`config.mk`:
```
export PLATFORM = sky130hd
export DESIGN_NAME = dot_accel
export DESIGN_NICKNAME = d
export VERILOG_FILES = /design/src/rtl/dot_accel.sv
export SDC_FILE = /design/constraint.sdc
export NUM_CORES = 2
export LEC_CHECK = 0
export CAP_MARGIN = 20
export CORE_UTILIZATION = 58
export DETAILED_ROUTE_END_ITERATION = 6
export GPL_TIMING_DRIVEN = 1
export PLACE_DENSITY = 0.78
export RECOVER_POWER = 100
export SETUP_SLACK_MARGIN = 0.02
export SLEW_MARGIN = 20
export SYNTH_ARGS = -nofsm -noshare
export SYNTH_HDL_FRONTEND = slang
export SYNTH_SLANG_ARGS = --single-unit
```
`constraint.sdc`:
```
create_clock -name clk -period 8.47 [get_ports clk]
set_input_delay 2.541 -clock clk [delete_from_list [all_inputs] [get_ports clk]]
set_output_delay 2.541 -clock clk [all_outputs]
set_load 0.1 [all_outputs]
```
`src/rtl/dot_accel.sv`:
```
// Q16.16 dot-product accelerator: an Avalon-MM control slave plus a read-only
// master that fetches one weight/activation pair per element and accumulates.
module dot_accel (
  input  logic        clk,
  input  logic        rst,
  output logic        slave_waitrequest,
  input  logic [3:0]  slave_address,
  input  logic        slave_read,
  input  logic        slave_write,
  input  logic [31:0] slave_writedata,
  output logic [31:0] slave_readdata,
  input  logic        master_waitrequest,
  output logic [31:0] master_address,
  output logic        master_read,
  input  logic [31:0] master_readdata,
  input  logic        master_readdatavalid,
  output logic        master_write,
  output logic [31:0] master_writedata
);

  typedef enum logic [2:0] {IDLE, REQ_W, WAIT_W, REQ_A, WAIT_A, MAC} state_t;

  localparam logic [3:0] ADDR_CTRL  = 4'd0;
  localparam logic [3:0] ADDR_WBASE = 4'd2;
  localparam logic [3:0] ADDR_ABASE = 4'd3;
  localparam logic [3:0] ADDR_LEN   = 4'd5;

  state_t             r_state;
  logic [31:0]        r_acc;
  logic [31:0]        r_i;
  logic [31:0]        r_wbase;
  logic [31:0]        r_abase;
  logic [31:0]        r_len;
  logic signed [31:0] r_w;
  logic signed [31:0] r_a;
  logic               r_slave_wait;
  logic               r_master_read;
  logic [31:0]        r_master_addr;

  logic signed [63:0] w_product;
  logic [31:0]        w_i_next;
  logic               w_unused;

  assign w_product = 64'(r_w) * 64'(r_a);
  assign w_i_next  = r_i + 32'd1;

  // Reads decode purely on address; only the product's Q16.16 window is kept.
  assign w_unused = &{1'b0, slave_read, w_product[63:48], w_product[15:0]};

  assign slave_waitrequest = r_slave_wait;
  assign master_read       = r_master_read;
  assign master_address    = r_master_addr;
  assign master_write      = 1'b0;
  assign master_writedata  = 32'd0;

  always_comb begin
    // NOTE: default first so every path assigns the output and no latch is inferred.
    slave_readdata = 32'd0;
    case (slave_address)
      ADDR_CTRL:  slave_readdata = r_acc;
      ADDR_WBASE: slave_readdata = r_wbase;
      ADDR_ABASE: slave_readdata = r_abase;
      ADDR_LEN:   slave_readdata = r_len;
      default:    slave_readdata = 32'd0;
    endcase
  end

  // NOTE: all state uses non-blocking assignments so every register samples pre-edge values.
  always_ff @(posedge clk) begin
    if (rst) begin
      r_state       <= IDLE;
      r_acc         <= '0;
      r_i           <= '0;
      r_wbase       <= '0;
      r_abase       <= '0;
      r_len         <= '0;
      r_w           <= '0;
      r_a           <= '0;
      r_slave_wait  <= 1'b0;
      r_master_read <= 1'b0;
      r_master_addr <= '0;
    end else begin
      unique case (r_state)
        IDLE: begin
          if (slave_write) begin
            case (slave_address)
              ADDR_CTRL: begin
                r_acc <= '0;
                r_i   <= '0;
                // An empty vector completes immediately with a zero result.
                if (r_len != 32'd0) begin
                  r_state       <= REQ_W;
                  r_slave_wait  <= 1'b1;
                  r_master_read <= 1'b1;
                  r_master_addr <= r_wbase;
                end
              end
              ADDR_WBASE: r_wbase <= slave_writedata;
              ADDR_ABASE: r_abase <= slave_writedata;
              ADDR_LEN:   r_len   <= slave_writedata;
              default: ;
            endcase
          end
        end

        REQ_W: begin
          if (!master_waitrequest) begin
            r_state       <= WAIT_W;
            r_master_read <= 1'b0;
          end
        end

        WAIT_W: begin
          if (master_readdatavalid) begin
            r_w           <= master_readdata;
            r_state       <= REQ_A;
            r_master_read <= 1'b1;
            r_master_addr <= r_abase + (r_i << 2);
          end
        end

        REQ_A: begin
          if (!master_waitrequest) begin
            r_state       <= WAIT_A;
            r_master_read <= 1'b0;
          end
        end

        WAIT_A: begin
          if (master_readdatavalid) begin
            r_a     <= master_readdata;
            r_state <= MAC;
          end
        end

        MAC: begin
          r_acc <= r_acc + w_product[47:16];
          r_i   <= w_i_next;
          if (w_i_next == r_len) begin
            r_state      <= IDLE;
            r_slave_wait <= 1'b0;
          end else begin
            r_state       <= REQ_W;
            r_master_read <= 1'b1;
            r_master_addr <= r_wbase + (w_i_next << 2);
          end
        end

        default: begin
          r_state       <= IDLE;
          r_slave_wait  <= 1'b0;
          r_master_read <= 1'b0;
        end
      endcase
    end
  end

endmodule

```
-- Yosys cells after proc, flatten, opt, wreduce, memory -nomap -nowiden
Index checks and enable logic that the tools add are counted.
- $add $sub $neg: 4
- multiply operators: 1
- divide/modulo/power cells: 0
- $lt $le $gt $ge: 0
- equality and inequality tests: 19
- shift operators: 0
- mux-type cells: 29
- bitwise gates (word level): 2
- reduce and logical (&&, ||, !) cells: 17
- operators with widths (operator ; number):
    two-way mux 32 bit ; 7
    case mux 32 bit (2 select lines) ; 2
    case mux 32 bit (4 select lines) ; 1
    adder 32 bit ; 3
    case mux 32 bit (3 select lines) ; 1
    multiplier 32 x 32 -> 48 bit ; 1
    adder 32 x 1 -> 32 bit, second input constant ; 1
    == test 32 bit ; 1
    nonzero test 32 bit ; 1
    two-way mux 3 bit ; 7
    != test 2 bit, second input constant ; 9
    case mux 3 bit (6 select lines) ; 1
    AND reduction 7 bit ; 2
    AND reduction 3 bit ; 4
    == test 4 x 2 -> 1 bit, second input constant ; 2
    two-way mux 1 bit ; 8
    == test 3 x 2 -> 1 bit, second input constant ; 2
    == test 3 bit, second input constant ; 2
    AND reduction 6 bit ; 1
    case mux 1 bit (5 select lines) ; 1
    AND reduction 5 bit ; 1
    == test 4 x 3 -> 1 bit, second input constant ; 1
    zero test 4 bit ; 1
    AND reduction 2 bit ; 2
    other kinds (9) ; 10
- flip-flop bits (word level): 261
- latch bits: 0
- RAM bits: 0
- ROM bits: 0
- bits of input ports: 74
- output and inout bits: 99
- logic and storage cells: 83
- memories: 0

-- Depth between registers and ports, before layout
- word-level depth: 5
- mapped depth: 40
- depth with buffers taken out: 39

-- Worst setup path before layout
Ideal clock, no wire load.
- path type: reg2reg
- start: register r_w[6]
- end: register r_acc[31]
- arrival: 9218 ps
- slack: -865 ps
- cell stages (with the launch flop): 36
- path buffers: 1
- period minus slack after synthesis: 9335 ps
- cells stage by stage: dfxtp_1 > clkbuf_1 > and2_1 > fa_1 > fa_1 > inv_1 > fa_1 > fa_1 > inv_1 > ha_1 > ha_1 > fa_1 > inv_1 > fa_1 > inv_1 > ha_1 > a2111oi_0 > o21ai_0 > a21oi_1 > nor4_1 > o311ai_0 > o21ai_0 > and2_1 > a221o_1 > a21o_1 > a21oi_1 > xnor2_1 > ha_1 > a2111oi_0 > o211ai_1 > a41o_1 > a221o_1 > a211o_1 > xnor2_1 > xnor2_1 > a22o_1
- longest elaborated chain between the ends: 3
- ends and longest elaborated chain (what ; line ; RTL):
    from (decl) ; 34 ; logic signed [31:0] r_w;
    from (signal assigned) ; 115 ; r_w <= master_readdata;
    multiplier 32 x 32 -> 48 bit ; 44 ; assign w_product = 64'(r_w) * 64'(r_a);
    adder 32 bit ; 137 ; r_acc <= r_acc + w_product[47:16];
    case mux 32 bit (2 select lines) ; 83 ; unique case (r_state)
    to (signal assigned) ; 137 ;
    to (decl) ; 29 ; logic [31:0] r_acc;
No other way between the ends.
A chain may end at the register's enable or synchronous reset.

-- Worst setup path in the final report
- start: register r_w[9]
- end: register r_acc[30]
Same word-level chain as after synthesis.

==> flow_metrics.tcl <==
set metrics [dict create \
    outcome "complete, but fails checks" \
    violations "setup timing" \
    grt_max_degree 131 \
    first_global_vias 38700 \
    antenna_left 0 \
    ys.flop_type "dfxtp_1" \
    clock_sinks 261 \
    cts_buffers 34 \
    drt_iter0_drc 3340 \
    fin_crit_ns 9.40 \
    clock_latency_ns 0.58 \
    p_leak_nw 24.8 \
    skew_ns 0.0427 \
    post_drt_wl_per_cell_um 20.0 \
    rsz0062_at_grt "true" \
    path_class "register to register" \
    swShare 0.357 \
    dp_cells 6311 \
    setup_ws_ns -0.925 \
    hold_violations 0 \
    ys_async_sr_fraction 0 \
    coreArea_sq_um 75800 \
    finalMaxSlewViolations 0 \
    initial_utilization 0.585 \
    wl_um 128000 \
    combPwrFrac 0.228 \
    fp.dieArea_sq_um 77600 \
    finalNonFillerCells 6418 \
    start_kind "register" \
    arrival_ns 9.83 \
    p_sw_w 0.00135 \
    layout_common_cells "851 x nand2_1, 816 x inv_1, 811 x fa_1" \
    clockBufferDepth 3 \
    p_seq_frac 0.354 \
    synth_area_per_cell_sq_um 8.63 \
    final_net_count 6584 \
    p_int_w 0.00242 \
    yosysWarnings 0 \
    post-route-util 0.679 \
    via_count 37100 \
    ir_drop_mv 0.230 \
    reg2reg_depth 35 \
    setup-tns-final_ns -7.54 \
    yosysUniqueCellTypes 77 \
    synth_cells 5140 \
    die_y_um 279 \
    grt.total_usage 0.335 \
    setup_viol 15 \
    htreeDepth 2 \
    drv_cap 0 \
    gp_congestion 0.944 \
    cts_tree "done" \
    synth_edf_count 0 \
    fmax_mhz 106 \
    cts-root-buf "clkbuf_16" \
    ios 173 \
    ys_seq_area_frac 0.118 \
    dieWidth_um 279 \
    required_ns 8.90 \
    dr.pass1.iters 7 \
    power.density_nw_per_um2 73.3 \
    cp_slowest_cell "fa_2" \
    layout_commonest_cell "nand2_1" \
    place_ws_ns -1.11 \
    layout-area-overhead-vs-synth_pct 16.0 \
    critPathMaxStageDelay_ns 0.62 \
    overflow 0 \
    viasPerCell 5.78 \
    hp-class "register to register" \
    clk_pin_slew_ns 0.06 \
    worst-r2r-setup-slack_ns -0.93 \
    end_kind "register" \
    grt_first_pass_wirelength_um 206000 \
    post-route-drc-count 0 \
    hpwl_um 99000 \
    num-fill-cells 5634 \
    cts_hold_buf 0 \
    maxSlewHeadroom 0.225 \
    min_period_over_period 1.11 \
    io_buffers 138 \
    crit_path_end "r_acc[30]" \
    path_common_cell "fa_1" \
    crit_start "r_w[9]" \
    r2r_end "r_acc[30]" \
    r2r-start "r_w[9]" \
    antenna_found_initial 1 \
    rows 101 \
    layout-drive-gt1-share 0.127 \
    worst_slew_pin_slew_ns 1.16 \
    critPathMaxFanout 5 \
    syn-cell-area_sq_um 44400 \
    ys_ff_latch 261 \
    pwr-share-clk 0.418 \
]
-- metrics by stage --
stage / power [W] / hold WS, ns / area, sq um
floorplan: 0.00192 / 0.449 / 44700
global placement: 0.00218 / 0.452 / 49000
detailed placement: 0.00219 / 0.463 / 49000
CTS: 0.00376 / 0.472 / 50900
global route: 0.00387 / 0.492 / 51500
finish: 0.00377 / 0.475 / 51500
-- cells in the mapped netlist, drive strengths merged (4+ instances only) --
| library cell | n | area [sq um] |
|---|---|---|
| a2111oi | 6 | 52.6 |
| buf | 45 | 329 |
| or4 | 4 | 33.8 |
| a21oi | 281 | 1410 |
| and3 | 16 | 100 |
| and2 | 514 | 3220 |
| o22ai | 6 | 37.5 |
| dfxtp | 261 | 5230 |
| nor3 | 45 | 230 |
| inv | 824 | 3090 |
| a311oi | 9 | 110 |
| nand2 | 860 | 3230 |
| xnor2 | 138 | 1210 |
| o31ai | 9 | 67.6 |
| o211ai | 8 | 60.1 |
| o21ai | 71 | 355 |
| o2111ai | 8 | 70.1 |
| a31oi | 7 | 43.8 |
| a222oi | 32 | 320 |
| nor2b | 29 | 184 |
| nand3 | 33 | 190 |
| o21bai | 16 | 120 |
| nand2b | 19 | 119 |
| nor2 | 172 | 656 |
| ha | 254 | 3180 |
| a221oi | 6 | 52.6 |
| a211oi | 16 | 130 |
| nor4 | 17 | 151 |
| clkbuf | 283 | 1060 |
| or3 | 10 | 62.6 |
| a22o | 11 | 105 |
| fa | 841 | 16800 |
| o21a | 27 | 203 |
| or2 | 7 | 43.8 |
| a21o | 57 | 428 |
| xor2 | 63 | 552 |
| a22oi | 48 | 365 |
| mux2i | 18 | 180 |
| and4 | 5 | 46.3 |
| o221ai | 7 | 61.3 |
| nand4 | 23 | 165 |
-- final cells by class --
class,instances,area [sq um],area share
repair buffers,535,5010,0.0975
multi-input cells,3759,35600,0.693
diodes,1,2.50,0.0000486
inverters,824,3090,0.0601
well taps,978,1220,0.0238
clock buffers,40,923,0.0179
flip-flops and latches,261,5280,0.103
clock inverters,20,272,0.00528
-- how the worst min path moves through the flow --
stage / start / to / slack [ns] / cells past startpoint
CTS: r_abase[1] / r_abase[1] / 0.47 / 2
global route: r_abase[1] / r_abase[1] / 0.49 / 2
finish: r_abase[1] / r_abase[1] / 0.47 / 2
detailed placement: r_abase[1] / r_abase[1] / 0.46 / 2
global placement: master_address[30] / master_address[30] / 0.45 / 2
floorplan: r_wbase[1] / r_wbase[1] / 0.45 / 2
-- routing by layer --
| metal | vias up | share of wire | track usage |
|---|---|---|---|
| li1 | 16400 | - | - |
| met1 | 18500 | 0.37 | 0.428 |
| met2 | 1856 | 0.48 | 0.552 |
| met3 | 438 | 0.091 | 0.0588 |
| met4 | 0 | 0.055 | 0.162 |
| met5 | - | 0 | 0 |
-- state kept, by name (all words and copies together) (netlist names) --
name,flops
master_address,32
r_a,32
r_abase,32
r_acc,32
r_i,32
r_len,32
r_w,32
r_wbase,32
r_state,3
master_read,1
slave_waitrequest,1
-- kinds of logic after synthesis --
family / Yosys count / synth area share
multiplexers: 18 / 0.00406
AO/OA/AOI/OAI: 650 / 0.0949
adder cells (fa/ha/maj): 1095 / 0.451
AND/OR/NAND/NOR: 1762 / 0.191
flip-flops: 261 / 0.118
buffers and inverters: 1152 / 0.101
other: 1 / 0.0000845
XOR/XNOR: 201 / 0.0397
-- power by group through the flow --
stage | Combinational, W | Clock, W | Sequential [W]
6_report | 0.000860 | 0.00158 | 0.00133
3_5_place_dp | 0.000830 | 0 | 0.00136
2_1_floorplan | 0.000378 | 0 | 0.00155
4_1_cts | 0.000843 | 0.00159 | 0.00133
3_3_place_gp | 0.000819 | 0 | 0.00136
5_1_grt | 0.000891 | 0.00164 | 0.00134
-- critical path: cells and delay by family, from the launching register on --
family / cells / cell delay, ns
AOI/OAI and AO/OA: 12 / 2.55
xor gates and xnor gates: 2 / 0.30
adders and majority gates: 10 / 4.47
buffers and inverters: 7 / 0.72
DFF: 1 / 0.35
and+or+nand+nor: 4 / 0.83
-- what timing repair did --
item,CTS,global route
gates cloned,1,2
buffers inserted,28,19
pin swaps,75,95
setup endpoints to repair,17,21
gates resized for setup,114,94
Note: power is estimated with default switching activity, not from simulation.
